$ cat src/rtl/sort_frame_loader_if.sv
// Bundle of stream, comparator and result signals around sort_frame_loader.
// slave = loader side, master = environment side.
interface sort_frame_loader_if #(
  parameter int DATA_WIDTH = 16,
  parameter int NUM_INPUTS = 8
);
  logic                             IN_VALID;
  logic                             IN_READY;
  logic [DATA_WIDTH-1:0]            IN_DATA;
  logic                             FRAME_MODE;
  logic                             CMP_RST_N;
  logic                             CMP_MODE;
  logic [DATA_WIDTH*NUM_INPUTS-1:0] CMP_DIN;
  logic [DATA_WIDTH-1:0]            CMP_DOUT;
  logic                             CMP_DONE;
  logic                             RES_VALID;
  logic                             RES_READY;
  logic [DATA_WIDTH-1:0]            RES_DATA;
  logic                             BUSY;
  logic                             ERR;

  modport slave (
    input  IN_VALID, IN_DATA, FRAME_MODE, CMP_DOUT, CMP_DONE, RES_READY,
    output IN_READY, CMP_RST_N, CMP_MODE, CMP_DIN, RES_VALID, RES_DATA, BUSY, ERR
  );

  modport master (
    output IN_VALID, IN_DATA, FRAME_MODE, CMP_DOUT, CMP_DONE, RES_READY,
    input  IN_READY, CMP_RST_N, CMP_MODE, CMP_DIN, RES_VALID, RES_DATA, BUSY, ERR
  );
endinterface

$ cat src/rtl/sort_frame_loader.sv
// Frame loader/sequencer for the min/max sort comparator.
// Optional RUN watchdog enabled by defining SORT_TIMEOUT_EN.
module sort_frame_loader #(
  parameter int DATA_WIDTH     = 16,
  parameter int NUM_INPUTS     = 8,
  parameter int TIMEOUT_CYCLES = 15
) (
  input  logic                CLK,
  input  logic                RST_N,
  sort_frame_loader_if.slave  bus
);
  localparam int              CW       = (NUM_INPUTS > 1) ? $clog2(NUM_INPUTS) : 1;
  localparam logic [CW-1:0]   LAST_IDX = CW'(NUM_INPUTS - 1);

  typedef enum logic [1:0] {ST_FILL, ST_LAUNCH, ST_RUN, ST_RESULT} state_t;

  state_t                           r_state, w_next_state;
  logic [CW-1:0]                    r_cnt;
  logic                             r_cmp_rst_n;
  logic                             r_cmp_mode;
  logic [DATA_WIDTH*NUM_INPUTS-1:0] r_cmp_din;
  logic                             r_res_valid;
  logic [DATA_WIDTH-1:0]            r_res_data;
  logic                             w_in_fire;

  if (NUM_INPUTS < 2 || TIMEOUT_CYCLES < 1) begin : g_bad_cfg
    $error("sort_frame_loader: NUM_INPUTS must be >= 2 and TIMEOUT_CYCLES >= 1");
  end

  assign w_in_fire = bus.IN_VALID && (r_state == ST_FILL);

`ifdef SORT_TIMEOUT_EN
  localparam int TW = $clog2(TIMEOUT_CYCLES + 1);
  logic [TW-1:0] r_tmo_cnt;
  logic          r_err;
  logic          w_tmo_hit;

  assign w_tmo_hit = (r_state == ST_RUN) && (r_tmo_cnt == TW'(TIMEOUT_CYCLES - 1));

  always_ff @(posedge CLK or negedge RST_N) begin
    if (!RST_N) begin
      r_tmo_cnt <= '0;
      r_err     <= 1'b0;
    end else begin
      if (r_state == ST_LAUNCH)
        r_tmo_cnt <= '0;
      else if (r_state == ST_RUN)
        r_tmo_cnt <= r_tmo_cnt + 1'b1;
      if (w_tmo_hit && !bus.CMP_DONE)
        r_err <= 1'b1;
      else if (r_state == ST_RESULT && bus.RES_READY)
        r_err <= 1'b0;
    end
  end

  assign bus.ERR = r_err;
`else
  assign bus.ERR = 1'b0;
`endif

  always_ff @(posedge CLK or negedge RST_N) begin
    if (!RST_N) r_state <= ST_FILL;
    else        r_state <= w_next_state;
  end

  always_comb begin
    w_next_state = r_state;
    unique case (r_state)
      ST_FILL:   if (w_in_fire && r_cnt == LAST_IDX) w_next_state = ST_LAUNCH;
      ST_LAUNCH: w_next_state = ST_RUN;
`ifdef SORT_TIMEOUT_EN
      ST_RUN:    if (bus.CMP_DONE || w_tmo_hit) w_next_state = ST_RESULT;
`else
      ST_RUN:    if (bus.CMP_DONE) w_next_state = ST_RESULT;
`endif
      ST_RESULT: if (bus.RES_READY) w_next_state = ST_FILL;
      default:   w_next_state = ST_FILL;
    endcase
  end

  always_ff @(posedge CLK or negedge RST_N) begin
    if (!RST_N) begin
      r_cnt       <= '0;
      r_cmp_rst_n <= 1'b0;
      r_cmp_mode  <= 1'b0;
      r_cmp_din   <= '0;
      r_res_valid <= 1'b0;
      r_res_data  <= '0;
    end else begin
      // Comparator runs only while RUN is the upcoming state.
      r_cmp_rst_n <= (w_next_state == ST_RUN);
      unique case (r_state)
        ST_FILL: begin
          if (w_in_fire) begin
            for (int unsigned k = 0; k < NUM_INPUTS; k++) begin
              if (r_cnt == CW'(k))
                r_cmp_din[k*DATA_WIDTH +: DATA_WIDTH] <= bus.IN_DATA;
            end
            if (r_cnt == '0)
              r_cmp_mode <= bus.FRAME_MODE;
            r_cnt <= (r_cnt == LAST_IDX) ? '0 : r_cnt + 1'b1;
          end
        end
        ST_RUN: begin
          if (bus.CMP_DONE) begin
            r_res_data  <= bus.CMP_DOUT;
            r_res_valid <= 1'b1;
          end
`ifdef SORT_TIMEOUT_EN
          else if (w_tmo_hit) begin
            r_res_data  <= '0;
            r_res_valid <= 1'b1;
          end
`endif
        end
        ST_RESULT: begin
          if (bus.RES_READY)
            r_res_valid <= 1'b0;
        end
        default: ;
      endcase
    end
  end

  assign bus.IN_READY  = (r_state == ST_FILL);
  assign bus.BUSY      = (r_state != ST_FILL);
  assign bus.CMP_RST_N = r_cmp_rst_n;
  assign bus.CMP_MODE  = r_cmp_mode;
  assign bus.CMP_DIN   = r_cmp_din;
  assign bus.RES_VALID = r_res_valid;
  assign bus.RES_DATA  = r_res_data;
endmodule

$ cat src/flat_wrapper.sv
// flat-port wrapper written by rule: the top's interface ports become plain ports
module sort_frame_loader_flat 
#(
  parameter int DATA_WIDTH     = 16,
  parameter int NUM_INPUTS     = 8,
  parameter int TIMEOUT_CYCLES = 15
)
  (CLK, RST_N, bus_IN_VALID, bus_IN_DATA, bus_FRAME_MODE, bus_CMP_DOUT, bus_CMP_DONE, bus_RES_READY, bus_IN_READY, bus_CMP_RST_N, bus_CMP_MODE, bus_CMP_DIN, bus_RES_VALID, bus_RES_DATA, bus_BUSY, bus_ERR);
  sort_frame_loader_if #(.DATA_WIDTH(DATA_WIDTH), .NUM_INPUTS(NUM_INPUTS)) bus_i ();
  input  logic CLK;
  input  logic RST_N;
  input wire logic [$bits(bus_i.IN_VALID)-1:0] bus_IN_VALID;
  input wire logic [$bits(bus_i.IN_DATA)-1:0] bus_IN_DATA;
  input wire logic [$bits(bus_i.FRAME_MODE)-1:0] bus_FRAME_MODE;
  input wire logic [$bits(bus_i.CMP_DOUT)-1:0] bus_CMP_DOUT;
  input wire logic [$bits(bus_i.CMP_DONE)-1:0] bus_CMP_DONE;
  input wire logic [$bits(bus_i.RES_READY)-1:0] bus_RES_READY;
  output wire logic [$bits(bus_i.IN_READY)-1:0] bus_IN_READY;
  output wire logic [$bits(bus_i.CMP_RST_N)-1:0] bus_CMP_RST_N;
  output wire logic [$bits(bus_i.CMP_MODE)-1:0] bus_CMP_MODE;
  output wire logic [$bits(bus_i.CMP_DIN)-1:0] bus_CMP_DIN;
  output wire logic [$bits(bus_i.RES_VALID)-1:0] bus_RES_VALID;
  output wire logic [$bits(bus_i.RES_DATA)-1:0] bus_RES_DATA;
  output wire logic [$bits(bus_i.BUSY)-1:0] bus_BUSY;
  output wire logic [$bits(bus_i.ERR)-1:0] bus_ERR;
  assign bus_i.IN_VALID = bus_IN_VALID;
  assign bus_i.IN_DATA = bus_IN_DATA;
  assign bus_i.FRAME_MODE = bus_FRAME_MODE;
  assign bus_i.CMP_DOUT = bus_CMP_DOUT;
  assign bus_i.CMP_DONE = bus_CMP_DONE;
  assign bus_i.RES_READY = bus_RES_READY;
  assign bus_IN_READY = bus_i.IN_READY;
  assign bus_CMP_RST_N = bus_i.CMP_RST_N;
  assign bus_CMP_MODE = bus_i.CMP_MODE;
  assign bus_CMP_DIN = bus_i.CMP_DIN;
  assign bus_RES_VALID = bus_i.RES_VALID;
  assign bus_RES_DATA = bus_i.RES_DATA;
  assign bus_BUSY = bus_i.BUSY;
  assign bus_ERR = bus_i.ERR;
  sort_frame_loader #(.DATA_WIDTH(DATA_WIDTH), .NUM_INPUTS(NUM_INPUTS), .TIMEOUT_CYCLES(TIMEOUT_CYCLES)) u_core (.CLK(CLK), .RST_N(RST_N), .bus(bus_i));
endmodule
$ cat config.mk
export PLATFORM = sky130hd
export DESIGN_NAME = sort_frame_loader_flat
export DESIGN_NICKNAME = d
export VERILOG_FILES = /design/src/rtl/sort_frame_loader_if.sv /design/src/rtl/sort_frame_loader.sv /design/src/flat_wrapper.sv
export SDC_FILE = /design/constraint.sdc
export NUM_CORES = 1
export LEC_CHECK = 0
export CORE_UTILIZATION = 25
export CTS_CLUSTER_DIAMETER = 200
export DETAILED_ROUTE_END_ITERATION = 12
export PLACE_DENSITY = 0.58
export RECOVER_POWER = 50
export SLEW_MARGIN = 20
export SYNTH_ARGS = -nofsm -noshare
export SYNTH_HDL_FRONTEND = slang
export SYNTH_SLANG_ARGS = --single-unit
$ cat constraint.sdc
create_clock -name CLK -period 3.4 [get_ports CLK]
set_input_delay 1.02 -clock CLK [delete_from_list [all_inputs] [get_ports CLK]]
set_output_delay 1.02 -clock CLK [all_outputs]
set_load 0.05 [all_outputs]
## After elaboration in Yosys (flattened, before gate mapping)

Index checks and enable logic that the tools add are counted.

| operators by class | value |
|---|---|
| reductions and logical operators | 17 |
| magnitude comparators | 0 |
| add/sub/neg operators | 1 |
| multiplexer cells | 8 |
| div/mod/pow operators | 0 |
| $mul | 0 |
| bitwise logic cells | 0 |
| eq/ne operators | 13 |
| shift-type cells | 0 |

Operators with widths:

| cell | count |
|---|---|
| 3-bit AND reduction | 9 |
| 3-bit == test, second input constant | 4 |
| 2-bit one-hot mux with 4 select lines | 1 |
| 2-bit == test, second input constant | 3 |
| 3-bit by 2-bit == test with 1-bit output, second input constant | 2 |
| 2-bit two-way mux | 3 |
| 2-bit inequality test, second input constant | 2 |
| 2-bit AND reduction | 2 |
| 2-bit nonzero test | 2 |
| 3-bit by 1-bit adder with 3-bit output, second input constant | 1 |
| 3-bit by 1-bit == test with 1-bit output, second input constant | 1 |
| 3-bit zero test | 1 |
| 3-bit two-way mux | 1 |
| 2-bit by 1-bit == test with 1-bit output, second input constant | 1 |
| 1-bit logical AND | 2 |
| 2-bit zero test | 1 |
| 1-bit two-way mux | 2 |
| 1-bit one-hot mux with 2 select lines | 1 |

| word-level totals | value |
|---|---|
| memories kept | 0 |
| bits in registers | 152 |
| latch bits | 0 |
| memory bits (writable) | 0 |
| memory bits (read-only) | 0 |
| word-level logic and storage cells | 53 |

## Depth between registers and ports, before layout

Gate-level depths: netlist of run 1.

| depth | value |
|---|---|
| depth in word-level cells | 6 |
| mapped depth | 7 |
| mapped depth without buffers | 5 |

## Least setup slack after synthesis of run 1

No wires, ideal clock.

| path | value |
|---|---|
| kind | register to output |
| start | reg u_core.r_state[0] |
| end | out bus_BUSY |
| cell stages (with the launch flop) | 4 |
| data arrival time | 1.171 ns |
| slack | 1.209 ns |
| data required time | 2.380 ns |
| path through | dfrtp_1 -> buf_6 -> nor2_4 -> inv_1 |

| between the ends | value |
|---|---|
| word-level cells in the longest chain between the ends | 1 |

Ends and longest elaborated chain:

| item | RTL line | text |
|---|---|---|
| start: declaration | sort_frame_loader.sv:17 | `state_t r_state, w_next_state;` |
| start signal: assignment | sort_frame_loader.sv:63 | `else r_state <= w_next_state;` |
| 2-bit nonzero test | sort_frame_loader.sv:126 | `assign bus.BUSY = (r_state != ST_FILL);` |
| end: declaration | flat_wrapper.sv:24 | `output wire logic [$bits(bus_i.BUSY)-1:0] bus_BUSY;` |

No other way between the ends.

## Final worst setup path of run 1

| path | value |
|---|---|
| start | in bus_IN_VALID |
| end | reg u_core.r_cmp_din[123], in the netlist u_core.bus.CMP_DIN[123] |

| between the ends | value |
|---|---|
| word-level cells in the longest chain between the ends | 2 |

Ends and longest elaborated chain:

| item | RTL line | text |
|---|---|---|
| start: declaration | flat_wrapper.sv:12 | `input wire logic [$bits(bus_i.IN_VALID)-1:0] bus_IN_VALID;` |
| 1-bit logical AND | sort_frame_loader.sv:30 | `assign w_in_fire = bus.IN_VALID && (r_state == ST_FILL);` |
| 3-bit AND reduction (no source line) | -- |  |
| end signal: indexed assignment | sort_frame_loader.sv:97 | `r_cmp_din[k*DATA_WIDTH +: DATA_WIDTH] <= bus.IN_DATA;` |
| end: declaration | sort_frame_loader.sv:21 | `logic [DATA_WIDTH*NUM_INPUTS-1:0] r_cmp_din;` |

No other way between the ends.
A chain may end at the register's enable or synchronous reset.

==> qor.csv, run 1 <==
metric,value,unit
initial_core_util,0.256,
vias,3725,
cts-resized-gates,0,
layout_common_cells,"clkdlybuf4s50_1 (182), dfrtp_1 (152), mux2_2 (100)",
setup_viol,0,
netlist_instances,355,
fp.coreArea,0.0235,mm^2
critical_path.max_fanout,13,
row_count,56,
place_hpwl,11.2,mm
rrSetupSlack,0.78,ns
avgViaCountPerCell,4.20,
diodes,0,
synthDistinctLibCells,29,
end_kind,flip-flop,
period_needed,3.08,ns
io_buffers,186,
yosys_warnings,0,
track_usage,0.133,
worstRegToRegCells,5,
layout-drive-gt1-share,0.307,
drcViolationCount,0,
rr_endpoint,u_core.bus.CMP_DIN[123]$_DFFE_PN0P_,
nFillCells,2211,
max_stage_delay,0.92,ns
critPathTopFamily,buffers and inverters,
final.setup.tns,0,ns
grt_antenna_before_repair,0,
start_kind,input pin,
path_clk_slew,0.06,ns
post-route-period-util,0.906,
clkSinkCount,152,
fmax,0.325,GHz
place_congestion,0.714,
synth.avg_cell_area,16.9,um^2
status,"complete, but fails checks",
hold_path_depth,1,
synth_area,0.00600,mm^2
mostFrequentLayoutCell,clkdlybuf4s50_1,
fp.dieArea,0.0246,mm^2
holdPathEnd,u_core.bus.CMP_DIN[119]$_DFFE_PN0P_,
async_flop_share,1.00,
finalClockSkew,0.00971,ns
first_pass_iters,4,
cts_tree,done,
grt_max_degree,67,
grt_pass1_wl,24.1,mm
cp.buffers_inverters,2,
cp.required,3.70,ns
hold_class,flip-flop to flip-flop,
grt_setup_unrepaired,false,
slew_violations,66,
cp.arrival,3.38,ns
synth-seq-cells,152,
avgRoutedWirePerCell,17.9,um
io_pins,188,
max_slew_margin,-0.144,
cts_buffers,17,
drt_iter0_drc,129,
violations,"max-capacitance violations, max-slew violations",
syn2layout_area_growth,48.0,%
critical_path.slowest_cell,clkbuf_1,
die_x,157,um
post_cts_buffers,0,
reg2reg_from,u_core.r_cnt[0]$_DFFE_PN0P_,
drt.antenna.violating_nets,0,
min-delay-start,u_core.bus.CMP_DIN[119]$_DFFE_PN0P_,
nets,598,
crit_type,input pin to flip-flop,
routed_wl,15.9,mm
syn_nets,399,
synth_edf_count,0,
cts_hold_buffers,0,
drv_cap,1,
synth_flop_cell,dfrtp_1,
die_height,157,um
tightestPinTransition,1.72,ns
cts_max_level,4,
cts-root-buf,clkbuf_16,
clk_path_buf_depth,2,
grt_overflow,0,
worstSkewPairLatency,0.42,ns
hold_viol,0,
grt_pass1_vias,4012,
yosysSeqAreaShare,0.634,
worstPathCellList,dlygate4sd3_1 > and3_1 > clkbuf_1 > mux2_2,
-- state kept, by name, indices dropped and copies added (netlist names) --
register / count
u_core.bus.CMP_DIN: 128
u_core.r_cnt: 3
u_core.bus.RES_DATA: 16
u_core.r_state: 2
u_core.bus.RES_VALID: 1
u_core.bus.CMP_RST_N: 1
u_core.bus.CMP_MODE: 1
-- worst max path at each step --
| stage | depth (start not counted) | from | end |
|---|---|---|---|
| after floorplan | 3 | u_core.r_state[0]$_DFF_PN0_ | bus_BUSY |
| after global placement | 5 | bus_IN_VALID | u_core.bus.CMP_DIN[15]$_DFFE_PN0P_ |
| after detailed placement | 5 | bus_IN_VALID | u_core.bus.CMP_DIN[2]$_DFFE_PN0P_ |
| after CTS | 2 | u_core.r_state[0]$_DFF_PN0_ | bus_IN_READY |
| after global routing | 2 | RST_N | u_core.bus.CMP_DIN[27]$_DFFE_PN0P_ |
| final | 4 | bus_IN_VALID | u_core.bus.CMP_DIN[123]$_DFFE_PN0P_ |
-- synth_stat cells, types with 2 or more instances --
cell        n  area (um^2)
dfrtp_1   152         3800
mux2_2    100         1130
mux2_4     30          450
mux2_1     15          169
buf_2       7         35.0
buf_6       6         67.6
ha_1        6         75.1
nand2_1     5         18.8
inv_1       4         15.0
o21ai_0     4         20.0
and3_1      3         18.8
buf_4       3         22.5
nand2_4     2         22.5
nand2b_1    2         12.5
nand4_2     2         25.0
-- layer usage --
metal  global-route usage  up-vias  share of wire
met4               0.0252        0         0.0053
met5                    0        -              0
met1                0.170     1929           0.45
met2                0.215      131           0.48
met3               0.0476        9          0.068
li1                     -     1656              -
-- area by class of cell --
| class | count | area (um^2) | share of cell area |
|---|---|---|---|
| Inverter | 4 | 15.0 | 0.00169 |
| Sequential cell | 152 | 3800 | 0.428 |
| Clock inverter | 13 | 216 | 0.0244 |
| Timing Repair Buffer | 196 | 1950 | 0.219 |
| Clock buffer | 19 | 453 | 0.0510 |
| Multi-Input combinational cell | 183 | 2040 | 0.230 |
| Tap cell | 319 | 399 | 0.0450 |
-- logic make-up (layout without fill, tap and decap cells) --
kind of cell	Yosys count	count (layout)	synth area share
muxes	146	146	0.293
buffers and inverters	20	232	0.0234
adders and majority gates	6	6	0.0125
other	1	1	0.000625
AOI/OAI and AO/OA	6	6	0.00542
DFF	152	152	0.634
and+or+nand+nor	24	24	0.0315
-- metrics by stage --
step | util | instances | setup slack (ns) | hold WS (ns) | area (um^2)
3_5_place_dp | 0.352 | 854 | 0.521 | 0.478 | 8260
5_1_grt | 0.378 | 886 | 0.186 | 0.513 | 8880
6_report | 0.378 | 886 | 0.321 | 0.486 | 8880
4_1_cts | 0.380 | 886 | 0.299 | 0.492 | 8930
2_1_floorplan | - | 355 | 1.21 | 0.499 | 6000
3_3_place_gp | 0.352 | 854 | 0.560 | 0.471 | 8260
Power of run 1 is not shown: default switching activity piles up to over one toggle a cycle in this logic, so the estimate is an artifact.
==> run 2: changes to the inputs <==
Settings changed: RECOVER_POWER 50 to default.
==> run 2 against run 1 <==
Against the previous run: cell count stayed put; highest routed layer unchanged; routed wire length fell by 0.22%; register-to-register slack better by 0.71 ns; the run now ends clean; critical path depth shrank 2.
==> qor.csv, run 2 (same netlist as run 1, synthesis figures left out) <==
metric,value,unit
path_clk_slew,0.06,ns
cp.arrival,2.06,ns
final.setup.tns,0,ns
fp.coreArea,0.0235,mm^2
critical_path.slowest_cell,clkdlybuf4s50_1,
drt.antenna.violating_nets,0,
fmax,0.325,GHz
cts-resized-gates,0,
cp.required,2.38,ns
layout-drive-gt1-share,0.319,
first_pass_iters,4,
crit_type,flip-flop to output pin,
rr_endpoint,u_core.bus.CMP_DIN[109]$_DFFE_PN0P_,
max_stage_delay,0.85,ns
drcViolationCount,0,
hold_viol,0,
io_buffers,186,
vias,3705,
setup_viol,0,
endpoint,bus_IN_READY,
worstPathCellList,nor2_4 > clkdlybuf4s50_1,
cts_tree,done,
critical_path.max_fanout,9,
grt_setup_unrepaired,false,
tightestPinTransition,0.632,ns
place_congestion,0.714,
stdcell_count,886,
start_kind,flip-flop,
status,completed,
avgViaCountPerCell,4.18,
track_usage,0.133,
rrSetupSlack,1.49,ns
worstSkewPairLatency,0.42,ns
drv_cap,0,
grt_overflow,0,
nets,598,
finalClockSkew,0.0106,ns
post_cts_buffers,0,
diodes,0,
grt_pass1_vias,4012,
clk_path_buf_depth,2,
startpoint,u_core.r_state[0]$_DFF_PN0_,
die_height,157,um
syn2layout_area_growth,48.9,%
initial_core_util,0.256,
max_slew_margin,0.579,
post-route-period-util,0.905,
dp.cells,854,
slew_violations,0,
largest_reg_flops,128,
drt_iter0_drc,124,
clkSinkCount,152,
cts_buffers,17,
period_needed,3.08,ns
place_hpwl,11.2,mm
io_pins,188,
row_count,56,
avgRoutedWirePerCell,17.9,um
routed_wl,15.8,mm
grt_pass1_wl,24.1,mm
cts-root-buf,clkbuf_16,
mostFrequentLayoutCell,clkdlybuf4s50_1,
cts_hold_buffers,0,
nFillCells,2204,
grt_max_degree,67,
end_kind,output pin,
cts_max_level,4,
fp.dieArea,0.0246,mm^2
layout_common_cells,"clkdlybuf4s50_1 (185), dfrtp_1 (152), mux2_2 (100)",
worstRegToRegCells,4,
hold_class,flip-flop to flip-flop,
reg2reg_from,u_core.r_state[0]$_DFF_PN0_,
die_x,157,um
grt_antenna_before_repair,0,
==> run 2: worst max-delay path, delay by kind of cell, from the launching register on <==
kind / cells / cell delay [ns]
buffers and inverters: 1 / 0.85
flip-flops: 1 / 0.52
AND/OR/NAND/NOR: 1 / 0.27
==> run 2: layout make-up <==
class,instances,area [um^2],share of cell area
clock buffers,19,453,0.0507
well taps,319,399,0.0447
clock inverters,13,216,0.0242
inverters,4,15.0,0.00168
repair buffers,196,1990,0.223
flip-flops and latches,152,3800,0.426
multi-input cells,183,2060,0.230
==> run 2: metrics by stage <==
stage                     worst slack, ns  area [um^2]   util  hold slack [ns]
after detailed placement            0.521         8260  0.352            0.478
after CTS                           0.299         8930  0.380            0.492
after floorplan                      1.21         6000      -            0.499
final                               0.322         8930  0.380            0.486
after global placement              0.560         8260  0.352            0.471
after global routing                0.233         8930  0.380            0.513
==> run 2: worst min path at each step <==
| stage | cells after the start | startpoint | end | slack (ns) |
|---|---|---|---|---|
| finish | 1 | u_core.bus.CMP_DIN[119]$_DFFE_PN0P_ | u_core.bus.CMP_DIN[119]$_DFFE_PN0P_ | 0.49 |
| global route | 1 | u_core.bus.CMP_DIN[85]$_DFFE_PN0P_ | u_core.bus.CMP_DIN[85]$_DFFE_PN0P_ | 0.51 |
| CTS | 1 | u_core.bus.CMP_DIN[119]$_DFFE_PN0P_ | u_core.bus.CMP_DIN[119]$_DFFE_PN0P_ | 0.49 |
| global placement | 1 | u_core.bus.CMP_DIN[124]$_DFFE_PN0P_ | u_core.bus.CMP_DIN[124]$_DFFE_PN0P_ | 0.47 |
| detailed placement | 1 | u_core.bus.CMP_DIN[119]$_DFFE_PN0P_ | u_core.bus.CMP_DIN[119]$_DFFE_PN0P_ | 0.48 |
| floorplan | 2 | u_core.r_cnt[1]$_DFFE_PN0P_ | u_core.r_cnt[1]$_DFFE_PN0P_ | 0.50 |
==> run 2: metal layers <==
layer / part of all wire / GRT usage / up-vias / routed length, um
met4: 0.0054 / 0.0252 / 0 / 85
li1: - / - / 1651 / -
met1: 0.45 / 0.170 / 1918 / 7090
met3: 0.066 / 0.0476 / 9 / 1050
met2: 0.48 / 0.215 / 127 / 7600
met5: 0 / 0 / - / 0
Power of run 2 is left out for the same reason.
